**src/rtl/chess_clock_if.sv**
```systemverilog
// Chess clock I/O bundle: divider clocks and buttons in, display and speaker
// signals out. The controller takes the slave side.
interface chess_clock_if;
   logic        clk_10;
   logic        clk_763;
   logic        btn_a;
   logic        btn_b;
   logic        btn_pause;
   logic        btn_clr;
   logic [12:0] time_a;
   logic [12:0] time_b;
   logic [1:0]  active;
   logic        timeout_a;
   logic        timeout_b;
   logic        buzzer;

   modport master (
      output clk_10, clk_763, btn_a, btn_b, btn_pause, btn_clr,
      input  time_a, time_b, active, timeout_a, timeout_b, buzzer
   );

   modport slave (
      input  clk_10, clk_763, btn_a, btn_b, btn_pause, btn_clr,
      output time_a, time_b, active, timeout_a, timeout_b, buzzer
   );
endinterface

```
**src/rtl/chess_clock_ctrl.sv**
```systemverilog
// Two-player chess clock controller. One 10 Hz tick is shared by two
// countdown counters; a turn FSM picks which one runs, detects the fallen
// flag and gates the buzzer clock onto the speaker.
module chess_clock_ctrl #(
   parameter int INIT_DS  = 6000,
   parameter int CLICK_DS = 1,
   parameter int BEEP_DS  = 20
) (
   input  logic         clk_50m,
   input  logic         rst,
   chess_clock_if.slave bus
);

   typedef enum logic [2:0] {
      IDLE,
      RUN_A,
      RUN_B,
      PAUSE,
      OVER
   } state_t;

   localparam logic [12:0] INIT_V  = 13'(INIT_DS);
   localparam logic [4:0]  CLICK_V = 5'(CLICK_DS);
   localparam logic [4:0]  BEEP_V  = 5'(BEEP_DS);

   // Bit order of the conditioned inputs: {clr, pause, b, a, tick}.
   logic [4:0] raw_in;
   logic [4:0] sync1, sync2, sync_d;
   logic [4:0] pulse;
   logic       tick, pa, pb, pp, pc;

   logic       clk763_q;

   state_t      state, state_nxt;
   logic [12:0] time_a, time_a_nxt;
   logic [12:0] time_b, time_b_nxt;
   logic        timeout_a, timeout_a_nxt;
   logic        timeout_b, timeout_b_nxt;
   logic        resume_b, resume_b_nxt;   // 0 = resume A, 1 = resume B
   logic [4:0]  beep_cnt, beep_cnt_nxt;
   logic        buzzer_q;

   assign raw_in = {bus.btn_clr, bus.btn_pause, bus.btn_b, bus.btn_a, bus.clk_10};
   assign {pc, pp, pb, pa, tick} = pulse;

   // Two-flop synchronizers followed by registered rising-edge detectors.
   always_ff @(posedge clk_50m or posedge rst) begin
      if (rst) begin
         sync1  <= '0;
         sync2  <= '0;
         sync_d <= '0;
         pulse  <= '0;
      end else begin
         // NOTE: non-blocking assignments make every flop sample the previous
         // cycle's value, which is what builds the synchronizer chain.
         sync1  <= raw_in;
         sync2  <= sync1;
         sync_d <= sync2;
         pulse  <= sync2 & ~sync_d;
      end
   end

   // Turn state and the two countdown counters with their flags.
   always_ff @(posedge clk_50m or posedge rst) begin
      if (rst) begin
         state     <= IDLE;
         time_a    <= INIT_V;
         time_b    <= INIT_V;
         timeout_a <= 1'b0;
         timeout_b <= 1'b0;
         resume_b  <= 1'b0;
         beep_cnt  <= '0;
      end else begin
         state     <= state_nxt;
         time_a    <= time_a_nxt;
         time_b    <= time_b_nxt;
         timeout_a <= timeout_a_nxt;
         timeout_b <= timeout_b_nxt;
         resume_b  <= resume_b_nxt;
         beep_cnt  <= beep_cnt_nxt;
      end
   end

   // Next-state logic; clear has top priority, then a terminal tick, then
   // pause, then a move.
   always_comb begin
      // NOTE: every output of this block is given a hold value first so no
      // path through the case leaves it unassigned (no latch).
      state_nxt     = state;
      time_a_nxt    = time_a;
      time_b_nxt    = time_b;
      timeout_a_nxt = timeout_a;
      timeout_b_nxt = timeout_b;
      resume_b_nxt  = resume_b;
      beep_cnt_nxt  = (tick && beep_cnt != 5'd0) ? beep_cnt - 5'd1 : beep_cnt;

      if (pc) begin
         state_nxt     = IDLE;
         time_a_nxt    = INIT_V;
         time_b_nxt    = INIT_V;
         timeout_a_nxt = 1'b0;
         timeout_b_nxt = 1'b0;
         beep_cnt_nxt  = '0;
      end else begin
         case (state)
            IDLE: begin
               if (pa) begin
                  state_nxt    = RUN_B;
                  beep_cnt_nxt = CLICK_V;
               end else if (pb) begin
                  state_nxt    = RUN_A;
                  beep_cnt_nxt = CLICK_V;
               end
            end
            RUN_A: begin
               if (tick && time_a <= 13'd1) begin
                  time_a_nxt    = '0;
                  timeout_a_nxt = 1'b1;
                  state_nxt     = OVER;
                  beep_cnt_nxt  = BEEP_V;
               end else begin
                  if (tick) time_a_nxt = time_a - 13'd1;
                  if (pp) begin
                     state_nxt    = PAUSE;
                     resume_b_nxt = 1'b0;
                  end else if (pa) begin
                     state_nxt    = RUN_B;
                     beep_cnt_nxt = CLICK_V;
                  end
               end
            end
            RUN_B: begin
               if (tick && time_b <= 13'd1) begin
                  time_b_nxt    = '0;
                  timeout_b_nxt = 1'b1;
                  state_nxt     = OVER;
                  beep_cnt_nxt  = BEEP_V;
               end else begin
                  if (tick) time_b_nxt = time_b - 13'd1;
                  if (pp) begin
                     state_nxt    = PAUSE;
                     resume_b_nxt = 1'b1;
                  end else if (pb) begin
                     state_nxt    = RUN_A;
                     beep_cnt_nxt = CLICK_V;
                  end
               end
            end
            PAUSE: begin
               if (pp) state_nxt = resume_b ? RUN_B : RUN_A;
            end
            OVER: ;
            default: state_nxt = IDLE;
         endcase
      end
   end

   // Registered buzzer gate: divider tone passes while beep_cnt is nonzero.
   always_ff @(posedge clk_50m or posedge rst) begin
      if (rst) begin
         clk763_q <= 1'b0;
         buzzer_q <= 1'b0;
      end else begin
         clk763_q <= bus.clk_763;
         buzzer_q <= clk763_q & (beep_cnt != 5'd0);
      end
   end

   // Output decode: active side follows the running state.
   always_comb begin
      bus.active = 2'b00;
      if (state == RUN_A) bus.active = 2'b01;
      if (state == RUN_B) bus.active = 2'b10;
   end

   assign bus.time_a    = time_a;
   assign bus.time_b    = time_b;
   assign bus.timeout_a = timeout_a;
   assign bus.timeout_b = timeout_b;
   assign bus.buzzer    = buzzer_q;

endmodule
```
**src/flat_wrapper.sv**
```systemverilog
// flat-port wrapper written by rule: the top's interface ports become plain ports
module chess_clock_ctrl_flat 
#(
   parameter int INIT_DS  = 6000,
   parameter int CLICK_DS = 1,
   parameter int BEEP_DS  = 20
)
  (clk_50m, rst, bus_clk_10, bus_clk_763, bus_btn_a, bus_btn_b, bus_btn_pause, bus_btn_clr, bus_time_a, bus_time_b, bus_active, bus_timeout_a, bus_timeout_b, bus_buzzer);
  chess_clock_if bus_i ();
  input  logic clk_50m;
  input  logic rst;
  input wire logic [$bits(bus_i.clk_10)-1:0] bus_clk_10;
  input wire logic [$bits(bus_i.clk_763)-1:0] bus_clk_763;
  input wire logic [$bits(bus_i.btn_a)-1:0] bus_btn_a;
  input wire logic [$bits(bus_i.btn_b)-1:0] bus_btn_b;
  input wire logic [$bits(bus_i.btn_pause)-1:0] bus_btn_pause;
  input wire logic [$bits(bus_i.btn_clr)-1:0] bus_btn_clr;
  output wire logic [$bits(bus_i.time_a)-1:0] bus_time_a;
  output wire logic [$bits(bus_i.time_b)-1:0] bus_time_b;
  output wire logic [$bits(bus_i.active)-1:0] bus_active;
  output wire logic [$bits(bus_i.timeout_a)-1:0] bus_timeout_a;
  output wire logic [$bits(bus_i.timeout_b)-1:0] bus_timeout_b;
  output wire logic [$bits(bus_i.buzzer)-1:0] bus_buzzer;
  assign bus_i.clk_10 = bus_clk_10;
  assign bus_i.clk_763 = bus_clk_763;
  assign bus_i.btn_a = bus_btn_a;
  assign bus_i.btn_b = bus_btn_b;
  assign bus_i.btn_pause = bus_btn_pause;
  assign bus_i.btn_clr = bus_btn_clr;
  assign bus_time_a = bus_i.time_a;
  assign bus_time_b = bus_i.time_b;
  assign bus_active = bus_i.active;
  assign bus_timeout_a = bus_i.timeout_a;
  assign bus_timeout_b = bus_i.timeout_b;
  assign bus_buzzer = bus_i.buzzer;
  chess_clock_ctrl #(.INIT_DS(INIT_DS), .CLICK_DS(CLICK_DS), .BEEP_DS(BEEP_DS)) u_core (.clk_50m(clk_50m), .rst(rst), .bus(bus_i));
endmodule
```
**config.mk**
```make
export PLATFORM = sky130hd
export DESIGN_NAME = chess_clock_ctrl_flat
export DESIGN_NICKNAME = d
export VERILOG_FILES = /design/src/rtl/chess_clock_if.sv /design/src/rtl/chess_clock_ctrl.sv /design/src/flat_wrapper.sv
export SDC_FILE = /design/constraint.sdc
export NUM_CORES = 1
export LEC_CHECK = 0
export ABC_AREA = 1
export CORE_MARGIN = 2
export CORE_UTILIZATION = 40
export DETAILED_ROUTE_END_ITERATION = 6
export PLACE_DENSITY_LB_ADDON = 0.2
export SETUP_SLACK_MARGIN = 0.15
export SYNTH_ARGS = -nofsm -noshare
export SYNTH_HDL_FRONTEND = slang
export SYNTH_SLANG_ARGS = --single-unit
```
**constraint.sdc**
```tcl
create_clock -name clk_50m -period 4.2 [get_ports clk_50m]
set_clock_uncertainty 0.05 [all_clocks]
set_input_delay 1.05 -clock clk_50m [delete_from_list [all_inputs] [get_ports clk_50m]]
set_output_delay 1.05 -clock clk_50m [all_outputs]
set_load 0.02 [all_outputs]
```
==> results by stage <==
Outcome:
- The run finished with clean final reports.

Timing:
- The count of final max-slew check failures was 0.
- Counting I/O delays and the setup requirement, the final critical path takes 3.08 ns.
- The maximum clock frequency is ~330 MHz.
- The final number of hold-violating endpoints is 0.
- After routing, the total negative slack on setup checks comes to 0 ns.
- The transition time at the pin with the least slew margin is around 0.76 ns.
- In this run the tightest slew margin relative to its limit is 0.493.
- Setup repair after global routing left no endpoint under its margin.
- The portion of the clock cycle consumed by the worst path in the final layout is 0.732.
- The number of failing setup endpoints in the final timing report is 0.

Setup path:
- The critical path launch point type is a flip-flop.
- STA classifies the critical path endpoint as an output port.
- STA puts the critical path data required time at a little over 3 ns.
- The maximum fanout along the worst path is 10.
- Walking the worst path, the cells encountered are nor3_4, clkdlybuf4s50_1.
- The critical path buffer and inverter count is 1.
- The path type of the worst setup path is reg2out.
- The beginning of the critical path is u_core.state[0]$_DFFE_PP0P_.
- On the worst path, the slowest cell contributes a delay of roughly 0.7 ns.
- The cell type of the slowest stage on the worst timing path is clkdlybuf4s50_1.
- The beginning of the worst register-to-register path is u_core.pulse[4]$_DFF_PP0_.
- Broken down by cell family, the worst path's largest delay share belongs to buffers and inverters.
- For the worst setup path, the data arrival time is just under 2 ns.

Logic synthesis:
- The average instance in the mapped netlist occupies slightly above 8 um^2.
- Counting flops and latches in the post-synthesis netlist gives roughly 60.
- The cell area that synthesis handed to floorplanning was approximately 3000 um^2.
- Yosys mapped the design onto 30 distinct sky130hd cell types.
- The post-synthesis instance total is 360.
- The Yosys step of the flow raised 0 warnings.
- For this run, the register share of the synthesized area comes to 0.501.
- The total nets after synthesis is 373.

Final layout:
- The number of diodes is 0.
- At the end of the flow, the number of nets in the layout was 420.
- For this run, the share of the core covered by cells in the final layout is 0.508.
- The fraction of final layout cells sized beyond drive strength 1 is 0.107.
- The most common cell after layout, fill and taps aside is nand2_1.
- The library cells used most frequently in the layout, excluding fill and tap cells, are nand2_1, nor2_1, inv_1.
- The area growth from synthesis to layout is 23.6%.

Route:
- After detailed routing, the number of vias per cell comes to 4.87.
- In this run the remaining antenna-violating nets after routing total 0.
- The first TritonRoute pass finished after 4 iterations.
- In this run, the number of DRC markers left after iteration 0 of detailed routing was roughly 150.
- The wire length reported by the detailed router is ~6.4 mm.
- After detailed routing, the number of remaining DRC violations is 0.
- In the final routed layout, each cell accounts on average for 12.6 um.
- The count of vias placed by the detailed router is ~2500.

GRT:
- The via count of the first global-routing pass came to approximately 2400.
- The leftover overflow at the end of global routing is 0.
- Across every metal layer, demand over resource in global routing totals 0.173.
- The wire length of the first global-routing pass is approximately 11 mm.
- Entering global routing, the biggest net connects 40 pins.
- The number of antenna violations at the first check in global routing is 0.

Pwr:
- The analysis attributes to cell leakage a power of between 0.0015 and 0.002 uW.
- The power density over the cells is slightly below 600 nW/um^2.
- The largest voltage drop on the vdd net is roughly 0.30 mV.

Clock tree:
- The number of buffers created by CTS is 9.
- For this design, the sink count on the clock tree is 59.
- Clock-pin slew was measured on the worst setup and hold paths at approximately 0.060 ns.
- The H-tree depth reported by CTS is 3.
- The count of cells resized by post-cts repair is 0.
- The buffer levels on the longest clock path is 2.
- The post-CTS setup repair buffer count is 0.
- The number of hold buffers added after cts is 0.
- Clock latency on the worst-skew pair, taken at its later pin, is roughly 0.34 ns.
- TritonCTS built the clock tree.
- The root buffer cell is clkbuf_8.

Floorplanning:
- In this run the vertical extent of the chip is approximately 90 um.
- The floorplan has 31 rows.
- The standard cell core area is just over 7000 um^2.
- The number of top-level pins is 39.
- The die covers around 8000 um^2.
- From left edge to right edge, the die measures about 90 um.
- The starting utilization of the core area is 0.411.

Placement:
- The wire-length estimate of the detail-placed layout is approximately 4.7 mm.
- The count of buffers inserted at the top-level ports is 38.
- The final weighted congestion in routability-driven placement is slightly below 0.9.

Flow run:
- Across the run, the number of max-cap violations was 0.

Min path:
- The worst hold path begins at u_core.sync1[2]$_DFF_PP0_.
- The worst hold path belongs to the class reg2reg.
-- metal layers --
metal / GRT usage / share of wire / up-vias / wire (um)
met5: 0 / 0 / - / 0
met4: 0.0718 / 0.011 / 0 / 74
met3: 0.0392 / 0.052 / 7 / 335
met2: 0.272 / 0.47 / 63 / 3020
met1: 0.233 / 0.47 / 1172 / 3000
li1: - / - / 1245 / -
-- where the power goes --
part           internal (uW)  switching, uW
Clock                    332            225
Combinational            338            486
Sequential               704            113
Total                   1370            823
-- cell usage after synthesis --
| master | n | area [um^2] |
|---|---|---|
| nor3b_2 | 1 | 12.5 |
| dfrtp_1 | 45 | 1130 |
| nand2_2 | 2 | 12.5 |
| buf_2 | 1 | 5.00 |
| inv_2 | 3 | 11.3 |
| nand3_1 | 29 | 145 |
| nand3b_1 | 2 | 15.0 |
| o21ai_0 | 21 | 105 |
| nand3_2 | 1 | 10.0 |
| nand2_4 | 2 | 22.5 |
| nor3_1 | 6 | 30.0 |
| o22ai_1 | 2 | 12.5 |
| dfstp_2 | 14 | 368 |
| o31ai_1 | 1 | 7.51 |
| a21oi_1 | 23 | 115 |
| nor3_4 | 1 | 16.3 |
| nand2_1 | 69 | 259 |
| ha_1 | 5 | 62.6 |
| nand4_1 | 4 | 25.0 |
| xnor2_1 | 4 | 35.0 |
| nor4_4 | 1 | 21.3 |
| a31o_2 | 1 | 8.76 |
| clkbuf_1 | 2 | 7.51 |
| nor2_2 | 1 | 6.26 |
| a22oi_1 | 1 | 7.51 |
| a211oi_1 | 1 | 7.51 |
| buf_6 | 1 | 11.3 |
| nor2_1 | 52 | 195 |
| inv_1 | 48 | 180 |
| xor2_1 | 16 | 140 |
-- through the flow --
stage	setup WS [ns]	cells	hold slack [ns]	instance area, um^2	power (uW)
floorplan	1.67	360	0.281	2980	1370
global placement	1.50	495	0.283	3480	1630
detailed placement	1.50	495	0.285	3480	1650
CTS	1.12	511	0.300	3690	2220
global route	1.05	511	0.308	3690	2370
finish	1.12	511	0.298	3690	2200
-- worst reg2reg max path: cells and delay by family (launching register included) --
family | cells | cell delay, ns
xor+xnor | 1 | 0.15
buf+inv | 1 | 0.47
flops | 1 | 0.77
simple gates | 3 | 0.37
-- path summary, 6_finish.rpt --
check | slack, ns | end | cells past startpoint
setup / recovery | 1.12 | bus_active[1] | 2
hold / removal | 0.30 | u_core.sync2[2]$_DFF_PP0_ | 0
setup reg to reg | 2.27 | u_core.bus.time_b[11]$_DFFE_PP0P_ | 5
hold reg to reg | 0.30 | u_core.sync2[2]$_DFF_PP0_ | 0
max in group asynchronous | 2.24 | u_core.bus.time_a[5]$_DFFE_PP1P_ | 3
min in group asynchronous | 1.12 | u_core.sync_d[2]$_DFF_PP0_ | 2
-- registers in the layout (all words and copies together), names as in the netlist, 3 cells and up --
signal	cells
u_core.pulse	5
u_core.bus.time_a	13
u_core.sync_d	5
u_core.beep_cnt	5
u_core.sync2	5
u_core.sync1	5
u_core.state	3
u_core.bus.time_b	13
-- kinds of logic after synthesis --
kind of cell             share of synthesized area
AO/OA/AOI/OAI                               0.0885
XOR/XNOR                                    0.0587
adder cells (fa/ha/maj)                     0.0210
buffers and inverters                       0.0722
flip-flops                                   0.501
AND/OR/NAND/NOR                              0.258
-- cell type report --
type	instances	area (um^2)
clock buffer	11	131
clock inverter	5	77.6
fill	711	3570
inverter	51	191
multi-input combinational	246	1270
sequential	59	1490
tap	99	124
timing repair buffer	40	395
No activity file was read; power rests on OpenSTA's default activity.
